===== src/rtl/gera_codigo_pkg.sv =====
`default_nettype none
// ============================================================================
// Module      : gera_codigo_pkg
// Description : Shared types and constants for the gera_codigo code
//               transmitter: FSM state encoding, symbol width and result
//               encoding used by system benches.
// Revision    : 1.0 - initial release
// ============================================================================
package gera_codigo_pkg;

    // Width of one transmitted symbol ({e1,e0})
    localparam int SYM_W = 2;

    // Transmitter FSM states
    typedef enum logic [2:0] {
        IDLE      = 3'd0,
        STROBE    = 3'd1,
        GAP       = 3'd2,
        WAIT_RESP = 3'd3,
        DONE      = 3'd4
    } state_t;

    // Result encoding for benches that pack {ok,fail,timeout} into a code
    localparam logic [1:0] RES_NONE    = 2'd0;
    localparam logic [1:0] RES_OK      = 2'd1;
    localparam logic [1:0] RES_FAIL    = 2'd2;
    localparam logic [1:0] RES_TIMEOUT = 2'd3;

endpackage : gera_codigo_pkg
`default_nettype wire


===== src/rtl/gera_codigo.sv =====
`default_nettype none
// ============================================================================
// Module      : gera_codigo
// Description : Code transmitter for the e0/e1/e2 keypad-style protocol.
//               On an accepted start it latches N_SYM 2-bit symbols, sends
//               each on {e1,e0} with a one-cycle e2 strobe separated by
//               GAP_CYCLES idle cycles, then waits up to TIMEOUT cycles for
//               the detector verdict (s1 = accepted, s2 = rejected).
// Ports       : clk, rst_n (async, active-low)
//               start, code_in[2*N_SYM-1:0]  - transaction request / code
//               s1, s2                       - detector verdict
//               e0, e1, e2                   - symbol bits and strobe
//               busy, done                   - transaction status
//               ok, fail, timeout            - held result flags
// Revision    : 1.0 - initial release
// ============================================================================
module gera_codigo
    import gera_codigo_pkg::*;
#(
    parameter int N_SYM      = 2,
    parameter int GAP_CYCLES = 1,
    parameter int TIMEOUT    = 16
) (
    input  logic                   clk,
    input  logic                   rst_n,
    input  logic                   start,
    input  logic [SYM_W*N_SYM-1:0] code_in,
    input  logic                   s1,
    input  logic                   s2,
    output logic                   e0,
    output logic                   e1,
    output logic                   e2,
    output logic                   busy,
    output logic                   done,
    output logic                   ok,
    output logic                   fail,
    output logic                   timeout
);

    localparam int CODE_W = SYM_W * N_SYM;
    localparam int IDX_W  = $clog2(N_SYM + 1);
    localparam int GAP_W  = $clog2(GAP_CYCLES + 1);
    localparam int WIN_W  = $clog2(TIMEOUT + 1);

    localparam logic [IDX_W-1:0] c_IDX_LAST = IDX_W'(N_SYM - 1);
    localparam logic [GAP_W-1:0] c_GAP_LAST = GAP_W'(GAP_CYCLES - 1);
    localparam logic [WIN_W-1:0] c_WIN_LAST = WIN_W'(TIMEOUT - 1);

    state_t            r_state;
    state_t            w_state_nxt;
    logic [CODE_W-1:0] r_code;
    logic [CODE_W-1:0] w_code_shift;
    logic [IDX_W-1:0]  r_idx;
    logic [GAP_W-1:0]  r_gap;
    logic [WIN_W-1:0]  r_win;

    logic              w_last_sym;
    logic              w_gap_end;
    logic              w_win_end;

    logic              r_e0, r_e1, r_e2, r_busy, r_done, r_ok, r_fail, r_timeout;
    logic [SYM_W-1:0]  w_sym_nxt;
    logic              w_e2_nxt, w_busy_nxt, w_done_nxt;
    logic              w_ok_nxt, w_fail_nxt, w_timeout_nxt;

    // The latched code is consumed from the bottom: symbol 0 sits in the low
    // bits and each completed gap shifts the next symbol down.
    assign w_code_shift = r_code >> SYM_W;
    assign w_last_sym   = (r_idx == c_IDX_LAST);
    assign w_gap_end    = (r_gap == c_GAP_LAST);
    assign w_win_end    = (r_win == c_WIN_LAST);

    // ------------------------------------------------------------------
    // State register
    // ------------------------------------------------------------------
    always_ff @(posedge clk or negedge rst_n) begin
        if (!rst_n) begin
            r_state <= IDLE;
        end else begin
            r_state <= w_state_nxt;
        end
    end

    // ------------------------------------------------------------------
    // Next-state logic
    // ------------------------------------------------------------------
    always_comb begin
        w_state_nxt = r_state;
        case (r_state)
            IDLE:      if (start) w_state_nxt = STROBE;
            STROBE:    w_state_nxt = w_last_sym ? WAIT_RESP : GAP;
            GAP:       if (w_gap_end) w_state_nxt = STROBE;
            WAIT_RESP: if (s1 || s2 || w_win_end) w_state_nxt = DONE;
            DONE:      w_state_nxt = IDLE;
            default:   w_state_nxt = IDLE;
        endcase
    end

    // ------------------------------------------------------------------
    // Output logic: next values for the output registers, derived from the
    // state being entered so outputs line up with the new state.
    // ------------------------------------------------------------------
    always_comb begin
        w_sym_nxt     = {r_e1, r_e0};
        w_ok_nxt      = r_ok;
        w_fail_nxt    = r_fail;
        w_timeout_nxt = r_timeout;
        case (r_state)
            IDLE: begin
                if (start) begin
                    // code is latched on this same edge, so take symbol 0 from the input
                    w_sym_nxt     = code_in[SYM_W-1:0];
                    w_ok_nxt      = 1'b0;
                    w_fail_nxt    = 1'b0;
                    w_timeout_nxt = 1'b0;
                end
            end
            GAP: begin
                if (w_gap_end) w_sym_nxt = w_code_shift[SYM_W-1:0];
            end
            WAIT_RESP: begin
                // s2 has priority when both verdicts arrive together
                if (s2) begin
                    w_fail_nxt = 1'b1;
                end else if (s1) begin
                    w_ok_nxt = 1'b1;
                end else if (w_win_end) begin
                    w_timeout_nxt = 1'b1;
                end
            end
            default: ;
        endcase
        if (w_state_nxt == DONE) w_sym_nxt = '0;
        w_e2_nxt   = (w_state_nxt == STROBE);
        w_busy_nxt = (w_state_nxt == STROBE) || (w_state_nxt == GAP) ||
                     (w_state_nxt == WAIT_RESP);
        w_done_nxt = (w_state_nxt == DONE);
    end

    always_ff @(posedge clk or negedge rst_n) begin
        if (!rst_n) begin
            r_e0      <= 1'b0;
            r_e1      <= 1'b0;
            r_e2      <= 1'b0;
            r_busy    <= 1'b0;
            r_done    <= 1'b0;
            r_ok      <= 1'b0;
            r_fail    <= 1'b0;
            r_timeout <= 1'b0;
        end else begin
            r_e0      <= w_sym_nxt[0];
            r_e1      <= w_sym_nxt[1];
            r_e2      <= w_e2_nxt;
            r_busy    <= w_busy_nxt;
            r_done    <= w_done_nxt;
            r_ok      <= w_ok_nxt;
            r_fail    <= w_fail_nxt;
            r_timeout <= w_timeout_nxt;
        end
    end

    // ------------------------------------------------------------------
    // Code latch and counters. Gap and window counters are held at zero
    // outside their own state, so they always start from 0 on entry.
    // ------------------------------------------------------------------
    always_ff @(posedge clk or negedge rst_n) begin
        if (!rst_n) begin
            r_code <= '0;
            r_idx  <= '0;
            r_gap  <= '0;
            r_win  <= '0;
        end else begin
            r_gap <= '0;
            r_win <= '0;
            case (r_state)
                IDLE: begin
                    if (start) begin
                        r_code <= code_in;
                        r_idx  <= '0;
                    end
                end
                GAP: begin
                    if (w_gap_end) begin
                        r_idx  <= r_idx + IDX_W'(1);
                        r_code <= w_code_shift;
                    end else begin
                        r_gap <= r_gap + GAP_W'(1);
                    end
                end
                WAIT_RESP: begin
                    if (!w_win_end) r_win <= r_win + WIN_W'(1);
                end
                default: ;
            endcase
        end
    end

    assign e0      = r_e0;
    assign e1      = r_e1;
    assign e2      = r_e2;
    assign busy    = r_busy;
    assign done    = r_done;
    assign ok      = r_ok;
    assign fail    = r_fail;
    assign timeout = r_timeout;

endmodule : gera_codigo
`default_nettype wire


===== config.mk =====
export PLATFORM = sky130hd
export DESIGN_NAME = gera_codigo
export DESIGN_NICKNAME = d
export VERILOG_FILES = /design/src/rtl/gera_codigo_pkg.sv /design/src/rtl/gera_codigo.sv
export SDC_FILE = /design/constraint.sdc
export NUM_CORES = 1
export LEC_CHECK = 0
export ABC_AREA = 1
export CORE_AREA = 2 2 45 47
export DETAILED_ROUTE_END_ITERATION = 12
export DIE_AREA = 0 0 47 49
export GPL_TIMING_DRIVEN = 1
export HOLD_SLACK_MARGIN = 0.06
export PLACE_DENSITY_LB_ADDON = 0.25
export SKIP_LAST_GASP = 1
export SLEW_MARGIN = 10
export SYNTH_ARGS = -nofsm -noshare
export SYNTH_HDL_FRONTEND = slang
export SYNTH_SLANG_ARGS = --single-unit

===== constraint.sdc =====
create_clock -name clk -period 3.05 [get_ports clk]
set_clock_uncertainty 0.15 [all_clocks]
set_input_delay 0.61 -clock clk [delete_from_list [all_inputs] [get_ports clk]]
set_output_delay 0.61 -clock clk [all_outputs]
set_load 0.05 [all_outputs]

==> impl_metrics.yaml <==
cells_and_area:
  num_antenna_cells: 0
  fillCellCount: 172
  fin_util: 0.622
  num-nets-final: 133
  fin_cells: 148
  area_growth_pct: 25.1
  layout-drive-gt1-share: 0.0992
synthesis:
  synthTopCellsByArea: "dfrtp_1 (55%), inv_1 (6.1%), nand2_1 (5.7%)"
  synth_top_area_frac: 0.546
  syn-num-nets: 112
  syn_area_per_cell_um2: 9.07
  syn_inst: 101
  synth_common_cells: "dfrtp_1 (20), inv_1 (15), nand2_1 (14)"
  syn-cell-area_um2: 916
  synth_flop_cell: "dfrtp_1"
  ys_warn_count: 0
  synth.yosys.seq_area_share: 0.546
  synth_top_cell_by_area: "dfrtp_1"
  synth-seq-cells: 20
  async_reset_ff_frac: 1.00
  synth-edff-count: 0
  yosysMostFrequentCell: "dfrtp_1"
  synth_cell_type_count: 21
die:
  ioPinCount: 17
  dieArea_um2: 2300
  fp.dieW_um: 47
  die_h_um: 49
  initial_core_util: 0.497
  core-area_um2: 1840
  fp-row-count: 16
power:
  p_leak_uw: 0.000551
  vdd_drop_max_mv: 0.586
  p_sw_frac: 0.453
  power_frac_comb: 0.500
  power_density_nw_per_um2: 983
  p_sw_uw: 511
  intPower_uw: 616
  pwr-share-clk: 0.132
  finalPower_uw: 1130
  pwr-share-seq: 0.367
drt:
  vias: 729
  drtPass1Iterations: 4
  wl_per_cell_um: 10.9
  vias_per_cell: 4.93
  first_iter_violations: 5
  drc: 0
  final_antenna_net_count: 0
  routed_wl_um: 1610
timing:
  finalSetupTns_ns: 0
  setup_viol: 0
  period_share: 0.727
  final-hold-violation-count: 0
  worstMarginPinSlew_ns: 0.872
  slew_viol_final: 0
  fmax_ghz: 0.451
  slew-limit-headroom: 0.417
  whs_ns: 0.313
  rsz0062_at_grt: "no"
  layout_min_cycle_time_ns: 2.22
clocking:
  htree_levels: 1
  clock_sinks: 20
  root_buffer: "clkbuf_4"
  clk_pin_slew_ns: 0.11
  cts_buffers: 3
  cts_hold_buf: 0
  insertion_delay_ns: 0.29
  cts_resized: 0
  post-cts-setup-buffers: 0
  cts_tree: "built"
  clockBufferDepth: 2
setup_path:
  cp_top_family: "buffers and inverters"
  path_cells: "clkdlybuf4s50_1"
  crit_type: "register to output pin"
  arrival_ns: 1.46
  end_kind: "output pin"
  worstPathRequired_ns: 2.29
  crit_fanout: 2
  setup.worst_path.start_class: "register"
  cp_slowest_stage_delay_ns: 0.80
  path_buf_inv: 1
  cp_slowest_cell: "clkdlybuf4s50_1"
global_route:
  antenna_found_initial: 0
  grt.busiest_layer: "met2"
  grtUsageTotal: 0.176
  use_met3: 0.0333
  grt_pass1_vias: 719
  grt_pass1_wl_um: 2950
  met1_usage: 0.235
  grt_overflow: 0
  gr-usage-met2: 0.276
  grt_max_degree: 21
flow_run:
  cap_viol_max_count: 0
place:
  dp_hpwl_um: 1250
  dp_cells: 144
  gp_congestion: 0.751
  portBuffers: 16
hold_path:
  hold_path_class: "register to register"
status:
  outcome: "finished, final reports clean"
-- per-stage QoR --
stage               cell area [um^2]  setup slack, ns
global placement                1110             1.10
finish                          1150            0.831
global route                    1150            0.767
CTS                             1150            0.814
floorplan                        916             1.65
detailed placement              1110             1.04
-- final timing paths --
| path | slack, ns | from | cells past startpoint | endpoint |
|---|---|---|---|---|
| max | 0.83 | e0 | 1 | e0 |
| min | 0.31 | r_win[0] | 1 | r_win[0] |
| max reg2reg | 1.52 | r_win[0] | 6 | e0 |
| min reg2reg | 0.31 | r_win[0] | 1 | r_win[0] |
| max in group asynchronous | 1.56 | rst_n | 1 | done |
| min in group asynchronous | 0.65 | rst_n | 1 | timeout |
-- cell families (layout without fill, tap and decap cells) --
family | count (synthesis) | count (layout) | share of synthesized area
buffers and inverters | 16 | 36 | 0.0656
AOI/OAI and AO/OA | 15 | 15 | 0.0984
xor gates and xnor gates | 1 | 1 | 0.00956
DFF | 20 | 20 | 0.546
and+or+nand+nor | 47 | 47 | 0.253
adders and majority gates | 2 | 2 | 0.0273
-- cells in the final DEF (no fill, tap or decap), types with 2 or more instances in the layout --
cell type | netlist | final
inv_1 | 15 | 15
dfrtp_1 | 20 | 20
nand3_1 | 8 | 8
ha_1 | 2 | 2
o21ai_0 | 8 | 8
nand4_1 | 3 | 3
clkdlybuf4s50_1 | 0 | 16
nand2_2 | 3 | 3
o211ai_1 | 3 | 3
nand2_1 | 14 | 14
nor2_1 | 13 | 13
or2_0 | 2 | 2
clkbuf_4 | 0 | 3
-- layer usage --
metal  wire length, um  share of wire
met1               745           0.46
met2               785           0.49
met3                66          0.041
met4                14         0.0087
met5                 0              0
-- power groups by stage --
stage	logic, uW	clock network, uW	registers (uW)
2_1_floorplan	256	0	564
3_3_place_gp	555	0	419
3_5_place_dp	567	0	419
4_1_cts	570	156	415
5_1_grt	633	170	424
6_report	564	149	414
-- registers in the layout, indices dropped and copies added, names as in the netlist, 2 cells and up --
name     count
r_idx        2
r_code       2
r_state      3
r_win        5
-- layout make-up --
class                      count  area [um^2]  share of cell area
sequential                    20          500               0.437
tap                           27         33.8              0.0295
clock buffer                   4         36.3              0.0317
timing repair buffer          16          160               0.140
multi-input combinational     65          355               0.310
inverter                      16         60.1              0.0524
(Power assumes the default switching activity.)
